### config.mk
export PLATFORM = sky130hd
export DESIGN_NAME = seg7_to_binary
export DESIGN_NICKNAME = d
export VERILOG_FILES = /design/src/rtl/seg7_to_binary.sv
export SDC_FILE = /design/constraint.sdc
export NUM_CORES = 1
export LEC_CHECK = 0
export ABC_AREA = 1
export CORE_MARGIN = 3
export CORE_UTILIZATION = 62
export CTS_CLUSTER_SIZE = 12
export DETAILED_ROUTE_END_ITERATION = 10
export GPL_TIMING_DRIVEN = 0
export PLACE_DENSITY = 0.95
export SETUP_SLACK_MARGIN = 0.05
export SYNTH_ARGS = -nofsm -noshare
export SYNTH_HDL_FRONTEND = slang
export SYNTH_SLANG_ARGS = --single-unit
### constraint.sdc
create_clock -name clk -period 5.9 [get_ports clk]
set_input_delay 0.885 -clock clk [delete_from_list [all_inputs] [get_ports clk]]
set_output_delay 0.885 -clock clk [all_outputs]
set_load 0.02 [all_outputs]
### src/rtl/seg7_to_binary.sv
// Recovers a binary score from active-low seven-segment digit patterns,
// most-significant digit first, over valid/ready streams in and out.
module seg7_to_binary #(
   parameter int WIDTH      = 6,
   parameter int MAX_DIGITS = 2
) (
   input  logic             clk,
   input  logic             reset,
   input  logic             seg_valid,
   output logic             seg_ready,
   input  logic [6:0]       seg_pattern,
   input  logic             seg_last,
   output logic             result_valid,
   input  logic             result_ready,
   output logic [WIDTH-1:0] result_data,
   output logic             result_error,
   output logic             busy
);

   localparam int AW = WIDTH + 4;
   localparam int PW = AW + 4;
   localparam int CW = $clog2(MAX_DIGITS + 1) + 1;

   localparam logic [1:0] IDLE  = 2'd0;
   localparam logic [1:0] ACCUM = 2'd1;
   localparam logic [1:0] HOLD  = 2'd2;

   localparam logic [AW-1:0] ACC_MAX   = '1;
   localparam logic [AW-1:0] RES_MAX   = AW'((1 << WIDTH) - 1);
   localparam logic [CW-1:0] CNT_MAX   = '1;
   localparam logic [CW-1:0] DIGIT_LIM = CW'(MAX_DIGITS);

   logic [1:0]    state;
   logic [AW-1:0] acc;
   logic [CW-1:0] count;
   logic          err;

   logic [3:0]    digit;
   logic          invalid;
   logic          seg_accept;
   logic [PW-1:0] product;
   logic [AW-1:0] acc_next;
   logic [CW-1:0] count_next;
   logic          err_next;

   assign seg_ready  = !reset && (state != HOLD);
   assign busy       = (state != IDLE);
   assign seg_accept = seg_valid && seg_ready;

   // Blank (all segments off) is a legitimate leading zero.
   always_comb begin
      digit   = 4'd0;
      invalid = 1'b0;
      case (seg_pattern)
         7'b1000000: digit = 4'd0;
         7'b1111001: digit = 4'd1;
         7'b0100100: digit = 4'd2;
         7'b0110000: digit = 4'd3;
         7'b0011001: digit = 4'd4;
         7'b0010010: digit = 4'd5;
         7'b0000010: digit = 4'd6;
         7'b1111000: digit = 4'd7;
         7'b0000000: digit = 4'd8;
         7'b0010000: digit = 4'd9;
         7'b1111111: digit = 4'd0;
         default:    invalid = 1'b1;
      endcase
   end

   // The accumulator saturates rather than wraps, so any oversized value
   // still compares above the result range and is flagged.
   always_comb begin
      product    = PW'(acc) * PW'(10) + PW'(digit);
      acc_next   = PW'(ACC_MAX) < product ? ACC_MAX : product[AW-1:0];
      count_next = (count == CNT_MAX) ? count : count + CW'(1);
      err_next   = err || invalid || (count >= DIGIT_LIM);
      if (state == IDLE) begin
         acc_next   = AW'(digit);
         count_next = CW'(1);
         err_next   = invalid;
      end
   end

   always_ff @(posedge clk) begin
      if (reset) begin
         state        <= IDLE;
         acc          <= '0;
         count        <= '0;
         err          <= 1'b0;
         result_valid <= 1'b0;
         result_data  <= '0;
         result_error <= 1'b0;
      end else begin
         case (state)
            IDLE, ACCUM: begin
               if (seg_accept) begin
                  acc   <= acc_next;
                  count <= count_next;
                  err   <= err_next;
                  if (seg_last) begin
                     state        <= HOLD;
                     result_valid <= 1'b1;
                     if (acc_next > RES_MAX) begin
                        result_data  <= '1;
                        result_error <= 1'b1;
                     end else begin
                        result_data  <= acc_next[WIDTH-1:0];
                        result_error <= err_next;
                     end
                  end else begin
                     state <= ACCUM;
                  end
               end
            end
            HOLD: begin
               if (result_ready) begin
                  state        <= IDLE;
                  result_valid <= 1'b0;
                  acc          <= '0;
                  count        <= '0;
                  err          <= 1'b0;
               end
            end
            default: state <= IDLE;
         endcase
      end
   end

endmodule

# Yosys cells after proc, flatten, opt, wreduce, memory -nomap -nowiden
# Index checks and enable logic that the tools add are counted.
totals:
  latchBits: 0
  mem_bits_ro: 0
  mem_count: 0
  word_cells: 72
  in_bits: 12
  reg_bits: 24
  mem_bits_rw: 0
  output_inout_bits: 10
classes:
  order_cmp: 3
  add_sub_neg: 2
  n_shift: 0
  multipliers: 1
  muxes: 25
  n_div: 0
  n_eq_ne: 18
  bitwise: 0
  n_reduce_logical: 16
ops:
  columns: ["cell", "count"]
  rows:
  - ["10-bit 2-to-1 mux", 4]
  - ["4-bit case mux with 9 select lines", 1]
  - ["7-bit equality test (second input constant)", 4]
  - ["7-bit by 5-bit equality test with 1-bit output (second input constant)", 3]
  - ["10-bit case mux with 2 select lines", 1]
  - ["14-bit by 4-bit adder with 14-bit output", 1]
  - ["7-bit by 6-bit equality test with 1-bit output (second input constant)", 2]
  - ["10-bit by 14-bit less-than comparator with 1-bit output (first input constant)", 1]
  - ["10-bit by 3-bit multiplier with 13-bit output (second input constant)", 1]
  - ["3-bit 2-to-1 mux", 4]
  - ["11-bit OR reduction", 1]
  - ["10-bit by 6-bit greater-than comparator with 1-bit output (second input constant)", 1]
  - ["2-bit != test (second input constant)", 4]
  - ["4-bit AND reduction", 2]
  - ["7-bit by 2-bit equality test with 1-bit output (second input constant)", 1]
  - ["7-bit logical NOT", 1]
  - ["1-bit 2-to-1 mux", 7]
  - ["2-bit 2-to-1 mux", 3]
  - ["6-bit 2-to-1 mux", 1]
  - ["3-bit case mux with 2 select lines", 1]
  - ["3-bit AND reduction", 2]
  - ["1-bit case mux with 2 select lines", 2]
  - ["2-bit case mux with 2 select lines", 1]
  - ["2-bit nonzero test", 2]
  - ["12 further kinds", 14]

# Longest topological paths before layout
# Gate-level depths: netlist (run 1).
depth:
  depth_word: 8
  depth_mapped: 24

# Worst setup path before layout (run 1)
# OpenSTA, ideal clock, no wires.
synth_path:
  path_type: "input-to-reg"
  start: "input port seg_pattern[0]"
  end: "register result_data[1]"
  arrival_time_ps: 3016
  n_path_buf: 0
  required_ps: 5783
  setup_slack_ps: 2767
  cell_stages: 24
  setup_time_ps: 117
  path_cell_list: "nor2_1 > nand2_1 > inv_1 > nand4_1 > inv_1 > nor2_1 > nand3_1 > ha_1 > fa_1 > nand2_1 > nand2_1 > nand2_1 > nor2_2 > nand2_1 > nor2_4 > nand3_2 > nand2_1 > nand2_2 > nor2_4 > nand3_4 > nand2_4 > nand2_2 > nor2_1 > nor2_1"
synth_between:
  elab_chain_cells: 8
  elab_cells_between_ends: 16
  classes_between: "add/sub (1); order compare (2); eq/ne (8); mux (4); reduce/logical (1)"
synth_lines:
  columns: ["item", "line", "source"]
  rows:
  - ["start: declaration", "11", "input logic [6:0] seg_pattern,"]
  - ["7-bit by 5-bit equality test with 1-bit output, or another cell as far along", "54", "case (seg_pattern)"]
  - ["4-bit case mux with 9 select lines *", "54", null]
  - ["14-bit by 4-bit adder with 14-bit output", "73", "product = PW'(acc) * PW'(10) + PW'(digit);"]
  - ["10-bit by 14-bit less-than comparator with 1-bit output", "74", "acc_next = PW'(ACC_MAX) < product ? ACC_MAX : product[AW-1:0];"]
  - ["10-bit 2-to-1 mux", "74", null]
  - ["10-bit 2-to-1 mux *", "77", "if (state == IDLE) begin"]
  - ["10-bit by 6-bit greater-than comparator with 1-bit output", "103", "if (acc_next > RES_MAX) begin"]
  - ["6-bit 2-to-1 mux *", "103", null]
  - ["end signal: assignment", "107", "result_data <= acc_next[WIDTH-1:0];"]
  - ["end: declaration", "15", "output logic [WIDTH-1:0] result_data,"]
# Mark *: on every way between the ends. The rest lies on a longest branch, timed or not.
# A chain may end at the register's enable or synchronous reset.

# Worst setup path in the final report (run 1)
layout_path:
  start: "input port seg_pattern[1]"
  end: "register result_data[1]"
# The elaborated chain is that of the path after synthesis.

==> results of run 1 <==
## flip-flops by register name, summed over array words and instances (netlist names)
| register | count |
|---|---|
| result_valid | 1 |
| state | 2 |
| result_data | 6 |
| acc | 10 |
| result_error | 1 |
| err | 1 |
| count | 3 |
## final cells by class
type | count | area share [%]
clock buffers | 3 | 0.886
multi-input cells | 282 | 60.5
repair buffers | 21 | 8.27
clock inverters | 1 | 1.18
inverters | 48 | 7.09
flip-flops and latches | 24 | 18.9
well taps | 46 | 2.26
plain buffers | 6 | 0.935
## synth_stat cells
| library cell | count |
|---|---|
| nand2_1 | 109 |
| inv_1 | 46 |
| nor2_1 | 43 |
| nand3_1 | 36 |
| a21oi_1 | 24 |
| dfxtp_1 | 24 |
| ha_1 | 22 |
| o21ai_0 | 7 |
| clkbuf_1 | 5 |
| nand2_2 | 4 |
| nand4_1 | 4 |
| nor2_4 | 4 |
| nand3b_1 | 3 |
| xnor2_1 | 3 |
| a211oi_1 | 2 |
| fa_1 | 2 |
| inv_2 | 2 |
| nand3_2 | 2 |
| nor2_2 | 2 |
| nor4_1 | 2 |
| xor2_1 | 2 |
| a21oi_2 | 1 |
| buf_2 | 1 |
| nand2_4 | 1 |
| nand3_4 | 1 |
| nor3_1 | 1 |
| o211a_1 | 1 |
| o21ai_1 | 1 |
| o21bai_2 | 1 |
| o22ai_1 | 1 |
| o31ai_1 | 1 |
| or2_1 | 1 |
| or2_2 | 1 |
## per-stage QoR
step           cell area [um^2]  setup slack [ns]
2_1_floorplan              2220              2.77
3_3_place_gp               2490              1.98
3_5_place_dp               2490              1.90
4_1_cts                    2540              2.24
5_1_grt                    2540              1.85
6_report                   2540              2.22
## cells by family after synthesis
family,count (synthesis)
AOI/OAI and AO/OA,39
adders and majority gates,24
and+or+nand+nor,214
buffers and inverters,54
xor gates and xnor gates,5
DFF,24
## worst register-to-register path: stages, from the launching register on
cell and delay (ns):
dfxtp_1 0.45, ha_1 0.27, ha_1 0.24, fa_1 0.53
nand2_1 0.06, inv_1 0.07, nand2_1 0.07, nor2_2 0.14
nand2_1 0.11, nor2_4 0.13, nand3_2 0.09, nand2_1 0.08
nand2_2 0.07, nor2_4 0.19, nand3_4 0.11, nand2_4 0.10
nand2_2 0.07, nor2_1 0.12, nor2_1 0.05
## worst max path at each step
stage / startpoint / end / slack [ns]
finish: seg_pattern[1] / result_data[1]$_SDFFE_PP0P_ / 2.22
global route: seg_pattern[1] / result_data[3]$_SDFFE_PP0P_ / 1.85
CTS: seg_pattern[2] / result_data[1]$_SDFFE_PP0P_ / 2.24
detailed placement: seg_pattern[2] / result_data[1]$_SDFFE_PP0P_ / 1.90
global placement: seg_pattern[1] / result_data[3]$_SDFFE_PP0P_ / 1.98
floorplan: seg_pattern[0] / result_data[1]$_SDFFE_PP0P_ / 2.77
## power by group
part	switching [mW]	internal, mW	total, mW	leakage (nW)
registers	0.00473	0.168	0.173	0.195
logic	0.0413	0.0277	0.0690	1.14
clock network	0.0532	0.0689	0.122	0.0279
total	0.0992	0.265	0.364	1.36
## routing by layer
| layer | up-vias | global-route usage (%) | wire length, um |
|---|---|---|---|
| li1 | 1209 | - | - |
| met1 | 1086 | 30.2 | 2200 |
| met2 | 73 | 46.8 | 2580 |
| met3 | 10 | 4.42 | 242 |
| met4 | 0 | 4.92 | 65 |
| met5 | - | 0 | 0 |
==> impl_metrics.json, run 1 <==
{
  "syn_avg_cell_area_um2": 6.17,
  "synth.distinct_cells": 33,
  "overflow": 0,
  "wl_per_cell_um": 11.8,
  "finalCritPeriodShare_pct": 62.4,
  "synth-simple-area-share_pct": 43.2,
  "ant_nets": 0,
  "drtPass1Iterations": 4,
  "yosysTopAreaCellShare_pct": 21.6,
  "die_w_um": 65.9,
  "worst_slew_pin_slew_ns": 0.476,
  "rsz0062_at_grt": "false",
  "grt_pass1_wl_mm": 8.68,
  "seq_area_frac_synth_pct": 21.6,
  "maxCapViolations": 0,
  "cts.sinks": 24,
  "fin_nets": 422,
  "synthToLayoutAreaGrowth_pct": 14.4,
  "cts_buffer_depth": 2,
  "synth_area_leaders": "dfxtp_1 22%, nand2_1 18%, ha_1 12%",
  "required_ns": 6.13,
  "syn_nets": 396,
  "clockRootBuffer": "clkbuf_4",
  "period_minus_slack_ns": 3.68,
  "synth_top_cell_by_area": "dfxtp_1",
  "drc": 0,
  "cts_setup_buffers": 0,
  "io_buffer_count": 21,
  "cpLargestDelayFamily": "simple AND/OR/NAND/NOR gates",
  "hold_end": "result_valid$_SDFFE_PP0P_",
  "reg2reg_from": "acc[1]$_SDFFE_PP0P_",
  "initialDrtViolationCount": 145,
  "hold_ws_ns": 0.482,
  "status": "finished, final reports clean",
  "syn_area_um2": 2220,
  "synthMuxAreaShare_pct": 0,
  "slowest_stage": "clkdlybuf4s50_1",
  "final_core_util_pct": 75.0,
  "core_um2": 3390,
  "relSlewSlack_pct": 68.3,
  "clk_latency_ns": 0.34,
  "post_route_cells_drive_above_1_share_pct": 6.23,
  "cp-start-kind": "primary input",
  "vdd_drop_max_v": 0.000154,
  "r2r_end": "result_data[1]$_SDFFE_PP0P_",
  "cp_num_cells": 25,
  "h-tree-depth": 1,
  "crit_path_max_incr_delay_ns": 0.45,
  "fin_tns_setup_ns": 0,
  "nFillCells": 266,
  "timing.fmax_ghz": 0.271,
  "vias_per_cell": 5.52,
  "stdcell_count": 431,
  "grt_max_degree": 15,
  "synth-compound-area-share_pct": 9.85,
  "layout_common_cells": "109 x nand2_1, 46 x inv_1, 43 x nor2_1",
  "power.density_nw_per_um2": 143,
  "start_util_pct": 65.6,
  "drv_slew": 0,
  "routed-via-count": 2378,
  "diodes": 0,
  "clk_pin_slew_ns": 0.15,
  "tritoncts": "done",
  "placementRows": 21,
  "synth-xor-area-share_pct": 1.97,
  "ff2ff_setup_slack_ns": 2.86,
  "arrival_ns": 3.91,
  "finalPower_mw": 0.364,
  "r2r_cells": 18,
  "yosysWarningCount": 0,
  "worst_hold_path_type": "flip-flop to flip-flop",
  "place.gp.congestion": 0.889,
  "ys_ff_latch": 24,
  "synthCells": 360,
  "wl_mm": 5.09,
  "cp_common_cell": "nand2_1",
  "finClkSkew_ns": 0.0193,
  "cts.repair.resized": 0,
  "hold_path_depth": 2,
  "die_h_um": 65.9,
  "seqCellArea_um2": 480,
  "synth_top_family_by_area": "simple AND/OR/NAND/NOR gates",
  "track_usage_pct": 25.3,
  "place_hpwl_mm": 4.06,
  "p_leak_nw": 1.36,
  "dp_cells": 427,
  "antenna_found_initial": 0,
  "cts_hold_buffers": 0,
  "numCtsBuffers": 3,
  "setup_viol_count_final": 0,
  "multi_input_area_um2": 1540,
  "layout_commonest_cell": "nand2_1",
  "crit_type": "primary input to flip-flop",
  "io_pins": 22,
  "hp-start": "result_valid$_SDFFE_PP0P_",
  "cp-end-kind": "flip-flop",
  "grt_pass1_vias": 2086,
  "die_area_um2": 4340,
  "crit_buf_inv": 3,
  "hold_violations": 0,
  "crit_fanout": 6,
  "synth_adder_area_share_pct": 14.2
}
(Power assumes the default switching activity.)
==> inputs of run 2 (changes only) <==
CORE_UTILIZATION = 58   (was 62)
PLACE_DENSITY = 0.92   (was 0.95)
clock period = 3.6 ns   (was 5.9 ns; I/O delays follow)
==> impl_metrics.json, run 2 (synthesized netlist as in run 1, its figures left out) <==
{
  "antenna_found_initial": 0,
  "crit_type": "primary input to flip-flop",
  "core_um2": 3520,
  "rsz0062_at_grt": "false",
  "drv_slew": 0,
  "place.gp.congestion": 0.887,
  "die_area_um2": 4610,
  "pre_cts_ws_ns": -0.143,
  "vias_per_cell": 5.43,
  "drtPass1Iterations": 5,
  "diodes": 0,
  "timing.fmax_ghz": 0.309,
  "place_hpwl_mm": 4.19,
  "setup_viol_count_final": 0,
  "power.density_nw_per_um2": 224,
  "vdd_drop_max_v": 0.000206,
  "grtUsageMet2_pct": 45.0,
  "fin_ws_ns": 0.359,
  "clk_latency_ns": 0.27,
  "largest_reg_flops": 10,
  "clockRootBuffer": "clkbuf_8",
  "p_comb_share_pct": 19.7,
  "dpl_cell_area_um2": 2490,
  "synthToLayoutAreaGrowth_pct": 17.8,
  "track_usage_pct": 23.9,
  "clk_pin_slew_ns": 0.09,
  "intPower_mw": 0.419,
  "switching_share_pct": 28.5,
  "final_cell_area_um2": 2620,
  "overflow": 0,
  "cts.sinks": 24,
  "grt_pass1_wl_mm": 8.71,
  "grt_util_met3_pct": 3.94,
  "routed-via-count": 2361,
  "finClkSkew_ns": 0.00302,
  "grt_use_met1_pct": 28.7,
  "io_pins": 22,
  "tritoncts": "done",
  "worst_slew_pin_slew_ns": 0.499,
  "wl_per_cell_um": 12.6,
  "required_ns": 3.77,
  "die_h_um": 67.9,
  "h-tree-depth": 1,
  "layout_common_cells": "109 x nand2_1, 46 x inv_1, 39 x nor2_1",
  "relSlewSlack_pct": 66.7,
  "cp-end-kind": "flip-flop",
  "cts_buffer_depth": 2,
  "wl_mm": 5.46,
  "fin_nets": 426,
  "placementRows": 21,
  "grt_busiest_layer": "met2",
  "start_util_pct": 63.1,
  "maxCapViolations": 0,
  "layout_commonest_cell": "nand2_1",
  "seqPwrFrac_pct": 48.4,
  "io_buffer_count": 21,
  "cp-start-kind": "primary input",
  "grt_pass1_vias": 2169,
  "hold_violations": 0,
  "nFillCells": 279,
  "finalPower_mw": 0.586,
  "initialDrtViolationCount": 170,
  "clkPwrFrac_pct": 31.9,
  "post_route_cells_drive_above_1_share_pct": 9.25,
  "period_minus_slack_ns": 3.24,
  "drc": 0,
  "crit_fanout": 6,
  "p_leak_nw": 1.45,
  "grt_max_degree": 14,
  "finalCritPeriodShare_pct": 90.0,
  "hold_ws_ns": 0.475,
  "regMostFlops": "acc",
  "numCtsBuffers": 3,
  "die_w_um": 67.9,
  "worst_hold_path_type": "flip-flop to flip-flop",
  "status": "finished, final reports clean",
  "reg_top3": "acc: 10 flops, result_data: 6 flops, count: 3 flops",
  "arrival_ns": 3.41,
  "cts_hold_buffers": 0,
  "power_switching_mw": 0.167,
  "ant_nets": 0
}
## run 2: repair_timing
item,4_1_cts,5_1_grt
endpoints found under the setup margin,0,17
gates resized for setup,0,15
setup buffers,0,4
## run 2: power groups by stage
stage	logic [mW]	clock network, mW	registers (mW)
after detailed placement	0.111	0	0.290
after CTS	0.112	0.184	0.284
after global routing	0.128	0.198	0.285
final	0.115	0.187	0.284
after global placement	0.108	0	0.289
after floorplan	0.0620	0	0.294
## run 2: final cells by class
class / count / area [um^2] / area share, %
multi-input cells: 282 / 1560 / 59.7
flip-flops and latches: 24 / 480 / 18.4
inverters: 48 / 180 / 6.88
repair buffers: 25 / 258 / 9.85
plain buffers: 6 / 23.8 / 0.908
clock buffers: 4 / 55.1 / 2.10
well taps: 46 / 57.6 / 2.20
## run 2: worst paths after layout
check	from	slack (ns)	depth (start not counted)	to
max reg2reg	acc[1]$_SDFFE_PP0P_	0.51	18	result_data[1]$_SDFFE_PP0P_
max	seg_pattern[2]	0.36	23	result_data[1]$_SDFFE_PP0P_
min	result_valid$_SDFFE_PP0P_	0.47	2	result_valid$_SDFFE_PP0P_
min reg2reg	result_valid$_SDFFE_PP0P_	0.47	2	result_valid$_SDFFE_PP0P_
## run 2: metal layers
layer / up-vias / share of wire (%)
li1: 1216 / -
met5: - / 0
met4: 0 / 0.84
met3: 6 / 4.0
met2: 56 / 51
met1: 1083 / 44
## run 2: stage by stage
stage | TNS (ns) | instances | utilization (%)
after floorplan | 0 | 360 | -
after global placement | -0.0355 | 427 | 70.7
after detailed placement | -1.14 | 427 | 70.7
after CTS | 0 | 431 | 72.3
after global routing | 0 | 435 | 74.3
final | 0 | 435 | 74.3
## run 2: critical path, stage by stage
cell and delay, ns:
dlymetal6s2s_1 0.16, nor2_1 0.17, nand3_2 0.12, nand3b_1 0.20
buf_4 0.15, nand3_1 0.11, ha_2 0.22, fa_2 0.20
nand2_1 0.07, nand2_1 0.09, nand2_1 0.07, nor2_2 0.14
nand2_1 0.10, nor2_4 0.13, nand3_2 0.09, nand2_1 0.08
nand2_2 0.07, nor2_4 0.22, nand3_4 0.12, nand2_4 0.10
nand2_2 0.07, nor2_1 0.13, nor2_1 0.05
